===== src/rtl/eth_pixel_write_ctrl.sv =====
// Frame-buffer write sequencer for the filtered Ethernet pixel stream.
// Parses a 2-byte row header, emits pixel writes and counts CRC verdicts.
module eth_pixel_write_ctrl #(
  parameter int H_PIXELS   = 320,
  parameter int V_PIXELS   = 240,
  parameter int ADDR_WIDTH = 17
) (
  input  logic                  clk,
  input  logic                  rstn,
  input  logic                  axiiv,
  input  logic [1:0]            axiid,
  input  logic                  crc_done,
  input  logic                  crc_kill,
  output logic [ADDR_WIDTH-1:0] pixel_addr_out,
  output logic [7:0]            pixel_out,
  output logic                  pixel_valid_out,
  output logic                  frame_done_out,
  output logic [15:0]           good_pkt_count,
  output logic [15:0]           bad_pkt_count,
  output logic [15:0]           bad_hdr_count
);

  typedef enum logic [2:0] {
    S_WAIT_IDLE,
    S_IDLE,
    S_HDR_HI,
    S_HDR_LO,
    S_PIXELS,
    S_DRAIN
  } state_t;

  localparam logic [ADDR_WIDTH-1:0] LP_COL_LAST =
    ADDR_WIDTH'(H_PIXELS - 1);
  localparam logic [ADDR_WIDTH-1:0] LP_ADDR_LAST =
    ADDR_WIDTH'(H_PIXELS * V_PIXELS - 1);
  localparam logic [15:0] LP_ROWS = 16'(V_PIXELS);
  localparam logic [15:0] LP_SAT  = 16'hFFFF;

  state_t                r_state;
  state_t                w_state_n;
  logic [1:0]            r_dcnt;
  logic [5:0]            r_shift;
  logic [7:0]            r_row_hi;
  logic [ADDR_WIDTH-1:0] r_base;
  logic [ADDR_WIDTH-1:0] r_col;
  logic [ADDR_WIDTH-1:0] r_addr;
  logic [7:0]            r_pix;
  logic                  r_pv;
  logic                  r_fd;
  logic [15:0]           r_good;
  logic [15:0]           r_bad;
  logic [15:0]           r_bhdr;

  logic                  w_byte_done;
  logic [7:0]            w_byte;
  logic [15:0]           w_row;
  logic [ADDR_WIDTH-1:0] w_row_base;
  logic [ADDR_WIDTH-1:0] w_addr;
  logic                  w_write;
  logic                  w_hdr_bad;
  logic                  w_load_base;

  assign w_byte      = {r_shift, axiid};
  assign w_byte_done = axiiv && (r_dcnt == 2'd3);
  assign w_row       = {r_row_hi, w_byte};
  assign w_addr      = r_base + r_col;

  // Row base address; the default width uses 256+64 shifts
  generate
    if (H_PIXELS == 320) begin : g_shift
      assign w_row_base = ADDR_WIDTH'(
        ({16'b0, w_row} << 8) + ({16'b0, w_row} << 6));
    end else begin : g_mult
      assign w_row_base = ADDR_WIDTH'(
        {16'b0, w_row} * 32'(H_PIXELS));
    end
  endgenerate

  // Dibit assembler: cleared whenever the packet ends
  always_ff @(posedge clk) begin
    if (!rstn) begin
      r_dcnt  <= 2'd0;
      r_shift <= 6'd0;
    end else if (!axiiv || r_state == S_WAIT_IDLE) begin
      r_dcnt  <= 2'd0;
    end else begin
      r_dcnt  <= r_dcnt + 2'd1;
      r_shift <= {r_shift[3:0], axiid};
    end
  end

  // State register
  always_ff @(posedge clk) begin
    if (!rstn) r_state <= S_WAIT_IDLE;
    else       r_state <= w_state_n;
  end

  // Next-state and per-cycle control decode
  always_comb begin
    w_state_n   = r_state;
    w_write     = 1'b0;
    w_hdr_bad   = 1'b0;
    w_load_base = 1'b0;
    unique case (r_state)
      S_WAIT_IDLE: begin
        if (!axiiv) w_state_n = S_IDLE;
      end
      S_IDLE: begin
        if (axiiv) w_state_n = S_HDR_HI;
      end
      S_HDR_HI: begin
        if (!axiiv) begin
          w_state_n = S_IDLE;
          w_hdr_bad = 1'b1;
        end else if (w_byte_done) begin
          w_state_n = S_HDR_LO;
        end
      end
      S_HDR_LO: begin
        if (!axiiv) begin
          w_state_n = S_IDLE;
          w_hdr_bad = 1'b1;
        end else if (w_byte_done) begin
          if (w_row < LP_ROWS) begin
            w_load_base = 1'b1;
            w_state_n   = S_PIXELS;
          end else begin
            w_hdr_bad = 1'b1;
            w_state_n = S_DRAIN;
          end
        end
      end
      S_PIXELS: begin
        if (!axiiv) begin
          w_state_n = S_IDLE;
        end else if (w_byte_done) begin
          w_write = 1'b1;
          if (r_col == LP_COL_LAST) w_state_n = S_DRAIN;
        end
      end
      S_DRAIN: begin
        if (!axiiv) w_state_n = S_IDLE;
      end
      default: w_state_n = S_WAIT_IDLE;
    endcase
  end

  // Header latch, row base and column counter
  always_ff @(posedge clk) begin
    if (!rstn) begin
      r_row_hi <= 8'd0;
      r_base   <= '0;
      r_col    <= '0;
    end else begin
      if (r_state == S_HDR_HI && w_byte_done) r_row_hi <= w_byte;
      if (w_load_base) begin
        r_base <= w_row_base;
        r_col  <= '0;
      end else if (w_write) begin
        r_col  <= r_col + ADDR_WIDTH'(1);
      end
    end
  end

  // Registered write port and end-of-frame flag
  always_ff @(posedge clk) begin
    if (!rstn) begin
      r_pv   <= 1'b0;
      r_fd   <= 1'b0;
      r_addr <= '0;
      r_pix  <= 8'd0;
    end else begin
      r_pv <= w_write;
      r_fd <= w_write && (w_addr == LP_ADDR_LAST);
      if (w_write) begin
        r_addr <= w_addr;
        r_pix  <= w_byte;
      end
    end
  end

  // Saturating packet/header counters, independent of the FSM
  always_ff @(posedge clk) begin
    if (!rstn) begin
      r_good <= 16'd0;
      r_bad  <= 16'd0;
      r_bhdr <= 16'd0;
    end else begin
      if (crc_done && crc_kill && r_bad != LP_SAT)
        r_bad <= r_bad + 16'd1;
      if (crc_done && !crc_kill && r_good != LP_SAT)
        r_good <= r_good + 16'd1;
      if (w_hdr_bad && r_bhdr != LP_SAT)
        r_bhdr <= r_bhdr + 16'd1;
    end
  end

  assign pixel_addr_out  = r_addr;
  assign pixel_out       = r_pix;
  assign pixel_valid_out = r_pv;
  assign frame_done_out  = r_fd;
  assign good_pkt_count  = r_good;
  assign bad_pkt_count   = r_bad;
  assign bad_hdr_count   = r_bhdr;

endmodule


===== config.mk =====
export PLATFORM = sky130hd
export DESIGN_NAME = eth_pixel_write_ctrl
export DESIGN_NICKNAME = d
export VERILOG_FILES = /design/src/rtl/eth_pixel_write_ctrl.sv
export SDC_FILE = /design/constraint.sdc
export NUM_CORES = 1
export LEC_CHECK = 0
export CAP_MARGIN = 20
export CORE_MARGIN = 4
export CORE_UTILIZATION = 50
export DETAILED_ROUTE_END_ITERATION = 7
export PLACE_DENSITY_LB_ADDON = 0.08
export RECOVER_POWER = 50
export SLEW_MARGIN = 20
export SYNTH_ARGS = -nofsm -noshare
export SYNTH_HDL_FRONTEND = slang
export SYNTH_SLANG_ARGS = --single-unit
export TNS_END_PERCENT = 5

===== constraint.sdc =====
create_clock -name clk -period 5.65 [get_ports clk]
set_clock_uncertainty 0.05 [all_clocks]
set_input_delay 1.13 -clock clk [delete_from_list [all_inputs] [get_ports clk]]
set_output_delay 1.13 -clock clk [all_outputs]
set_load 0.01 [all_outputs]

==> results.cfg <==
[synthesis]
ys_types = 61
syn_nets = 713
yosysWarnings = 0
async_reset_ff_frac = 0
synth_area_sq_um = 5860
synth-edff-count = 0
ys_ff_latch = 122
netlist_instances = 681
ys_seq_area_frac = 0.417
synth_flop_cell = dfxtp_1
avgSynthCellArea_sq_um = 8.61

[floorplanning]
row_count = 39
die_h_microns = 116
die_w_microns = 116
io_pins = 82
core_sq_um = 11500
start_util = 0.511
design.die.area_sq_um = 13500

[route]
drt_first_pass_iters = 4
via_per_inst = 5.40
drc_errors = 0
vias = 4942
post_drt_wl_per_cell_microns = 14.7
drtAntennaViolNets = 0
drt_wl_total_mm = 13.5
drt-initial-drc-count = 263

[sta]
relSlewSlack = -0.149
maxSlewViolCount = 55
finalHoldViolations = 0
tns_ns = 0
rsz0062_at_grt = no
fin_hold_ws_ns = 0.381
period_share = 0.680
fmax_ghz = 0.260
tightest_slew_ns = 1.72
final.min_clock_period_ns = 3.84
layout_setup_ws_ns = 1.81
setup_violations = 0

[grt]
first_global_vias = 4932
grt-ovfl-total = 0
grt_max_degree = 55
grt_antenna_before_repair = 0
grt_usage = 0.211
grt_pass1_wl_mm = 22.9

[pwr]
powerDensity_nw_per_um2 = 282
p_leak_uw = 0.00292
ir_worst_vdd_mv = 0.259
total_power_uw = 2080

[cts]
cts_tree = built
clk_path_buf_depth = 2
cts_max_level = 4
path_clk_slew_ns = 0.05
clk_latency_ns = 0.42
numCtsBuffers = 17
clock_sinks = 122
postCtsResizedCells = 0
hold_buffers = 0
postCtsSetupBuffers = 0
cts-root-buf = clkbuf_16

[setup_path]
critPathArrivalTime_ns = 4.10
cpMaxStageDelayCell = inv_1
required_ns = 5.90
crit_start = rstn
cp_cell_sequence = dlygate4sd3_1 > clkbuf_1 > inv_1 > buf_4 > and4bb_2
critPathCaptureType = register
path_buf_inv = 4
r2r-start = r_row_hi[0]$_SDFFE_PN0P_
setup.worst_path.class = in -> reg
cp_max_fo = 54
critPathMaxStageDelay_ns = 1.36
cpLargestDelayFamily = buffers and inverters
critPathLaunchType = input port

[final_layout]
final_area_sq_um = 7370
synthToLayoutAreaGrowth_pct = 25.7
fin_nets = 792
drive_above_1_share = 0.0660
n_antenna_cell = 0

[outcome]
outcome = finished, violations left
violations = capacitance limit, slew limit

[hold_path]
min_path_type = reg -> reg
min_from = r_dcnt[0]$_SDFF_PP0_

[place]
place_area_sq_um = 6750
portBuffers = 81
pre_cts_slack_ns = 1.91
globalplace.congestion = 0.871
dp_hpwl_mm = 9.43

[run]
max_cap_violations = 1
## metal layers
layer / global-route usage / vias up / part of all wire
li1: - / 2515 / -
met1: 0.260 / 2316 / 0.46
met2: 0.352 / 100 / 0.49
met3: 0.0679 / 11 / 0.049
met4: 0.0642 / 0 / 0.0088
met5: 0 / - / 0
## final cells by class
cell class	instances	area (sq um)
clock buffers	26	519
fillers	984	4100
repair buffers	86	845
flip-flops and latches	122	2440
inverters	21	78.8
clock inverters	6	108
well taps	143	179
multi-input cells	512	3200
## synthesized netlist by cell type, types with 3 or more instances
master | n | share of area
dfxtp_1 | 122 | 0.42
nor2_1 | 107 | 0.069
nand2_1 | 68 | 0.044
a21oi_1 | 46 | 0.039
xnor2_1 | 35 | 0.052
xor2_1 | 32 | 0.048
nand3_1 | 30 | 0.026
nand4_1 | 24 | 0.026
ha_1 | 23 | 0.049
mux2i_1 | 23 | 0.039
inv_1 | 20 | 0.013
clkbuf_1 | 16 | 0.010
nor3_1 | 16 | 0.014
o21ai_0 | 13 | 0.011
or3_1 | 9 | 0.0096
and3_1 | 8 | 0.0085
nor4_1 | 8 | 0.0085
o21a_1 | 7 | 0.0090
a21o_1 | 5 | 0.0064
a211oi_1 | 4 | 0.0051
or2_2 | 4 | 0.0043
a211o_1 | 3 | 0.0045
buf_1 | 3 | 0.0019
buf_6 | 3 | 0.0058
nand2b_1 | 3 | 0.0032
nor3_2 | 3 | 0.0051
## final timing paths
| path | endpoint | slack (ns) | cells past startpoint |
|---|---|---|---|
| min reg2reg | r_dcnt[0]$_SDFF_PP0_ | 0.38 | 1 |
| max reg2reg | r_base[15]$_SDFFE_PN0P_ | 2.92 | 6 |
| min | r_dcnt[0]$_SDFF_PP0_ | 0.38 | 1 |
| max | r_state[1]$_SDFFE_PN0P_ | 1.81 | 5 |
## metrics by stage
| stage | instances | utilization |
|---|---|---|
| global route | 916 | 0.643 |
| detailed placement | 884 | 0.588 |
| CTS | 916 | 0.643 |
| global placement | 884 | 0.588 |
| finish | 916 | 0.643 |
| floorplan | 681 | - |
## cell usage in the layout (no fill, tap or decap), types with 4 or more instances in the layout
cell type	Yosys	layout
nor2_1	107	107
mux2i_1	23	23
dlygate4sd3_1	0	70
o21ai_0	13	13
nand2_1	68	68
xor2_1	32	32
xnor2_1	35	35
dfxtp_1	122	122
nor3_1	16	16
or2_2	4	4
nor4_1	8	8
inv_1	20	21
buf_4	0	4
and3_1	8	8
or3_1	9	9
o21a_1	7	7
clkdlybuf4s50_1	0	11
nand4_1	24	24
clkbuf_1	16	4
clkbuf_16	0	17
a21oi_1	46	46
a21o_1	5	5
a211oi_1	4	4
nand3_1	30	30
clkbuf_8	2	6
ha_1	23	23
## cell families (layout without fill, tap and decap cells)
kind of cell	Yosys count	in the layout	synth area share
mux	23	23	0.0393
flops	122	122	0.417
compound gates	96	96	0.102
simple gates	301	301	0.248
xor+xnor	67	67	0.100
fa+ha+maj	25	25	0.0559
buf+inv	47	139	0.0378
## registers in the layout (all words and copies together), names as in the netlist
register,count
bad_pkt_count,16
r_base,11
r_col,17
frame_done_out,1
r_state,3
good_pkt_count,16
r_shift,6
pixel_out,8
r_row_hi,8
pixel_addr_out,17
r_dcnt,2
pixel_valid_out,1
bad_hdr_count,16
## where the power goes
| part | total [uW] | internal (uW) | switching (uW) |
|---|---|---|---|
| logic | 61.8 | 23.7 | 38.1 |
| clock network | 1140 | 763 | 378 |
| registers | 875 | 866 | 8.89 |
| total | 2080 | 1650 | 425 |
## worst reg2reg max path, delay by kind of cell, from the launching register on
kind | cells | cell delay [ns]
AND/OR/NAND/NOR | 4 | 1.80
flip-flops | 1 | 0.34
buffers and inverters | 1 | 0.25
AO/OA/AOI/OAI | 1 | 0.20
Power figures use the tool's default switching activity.
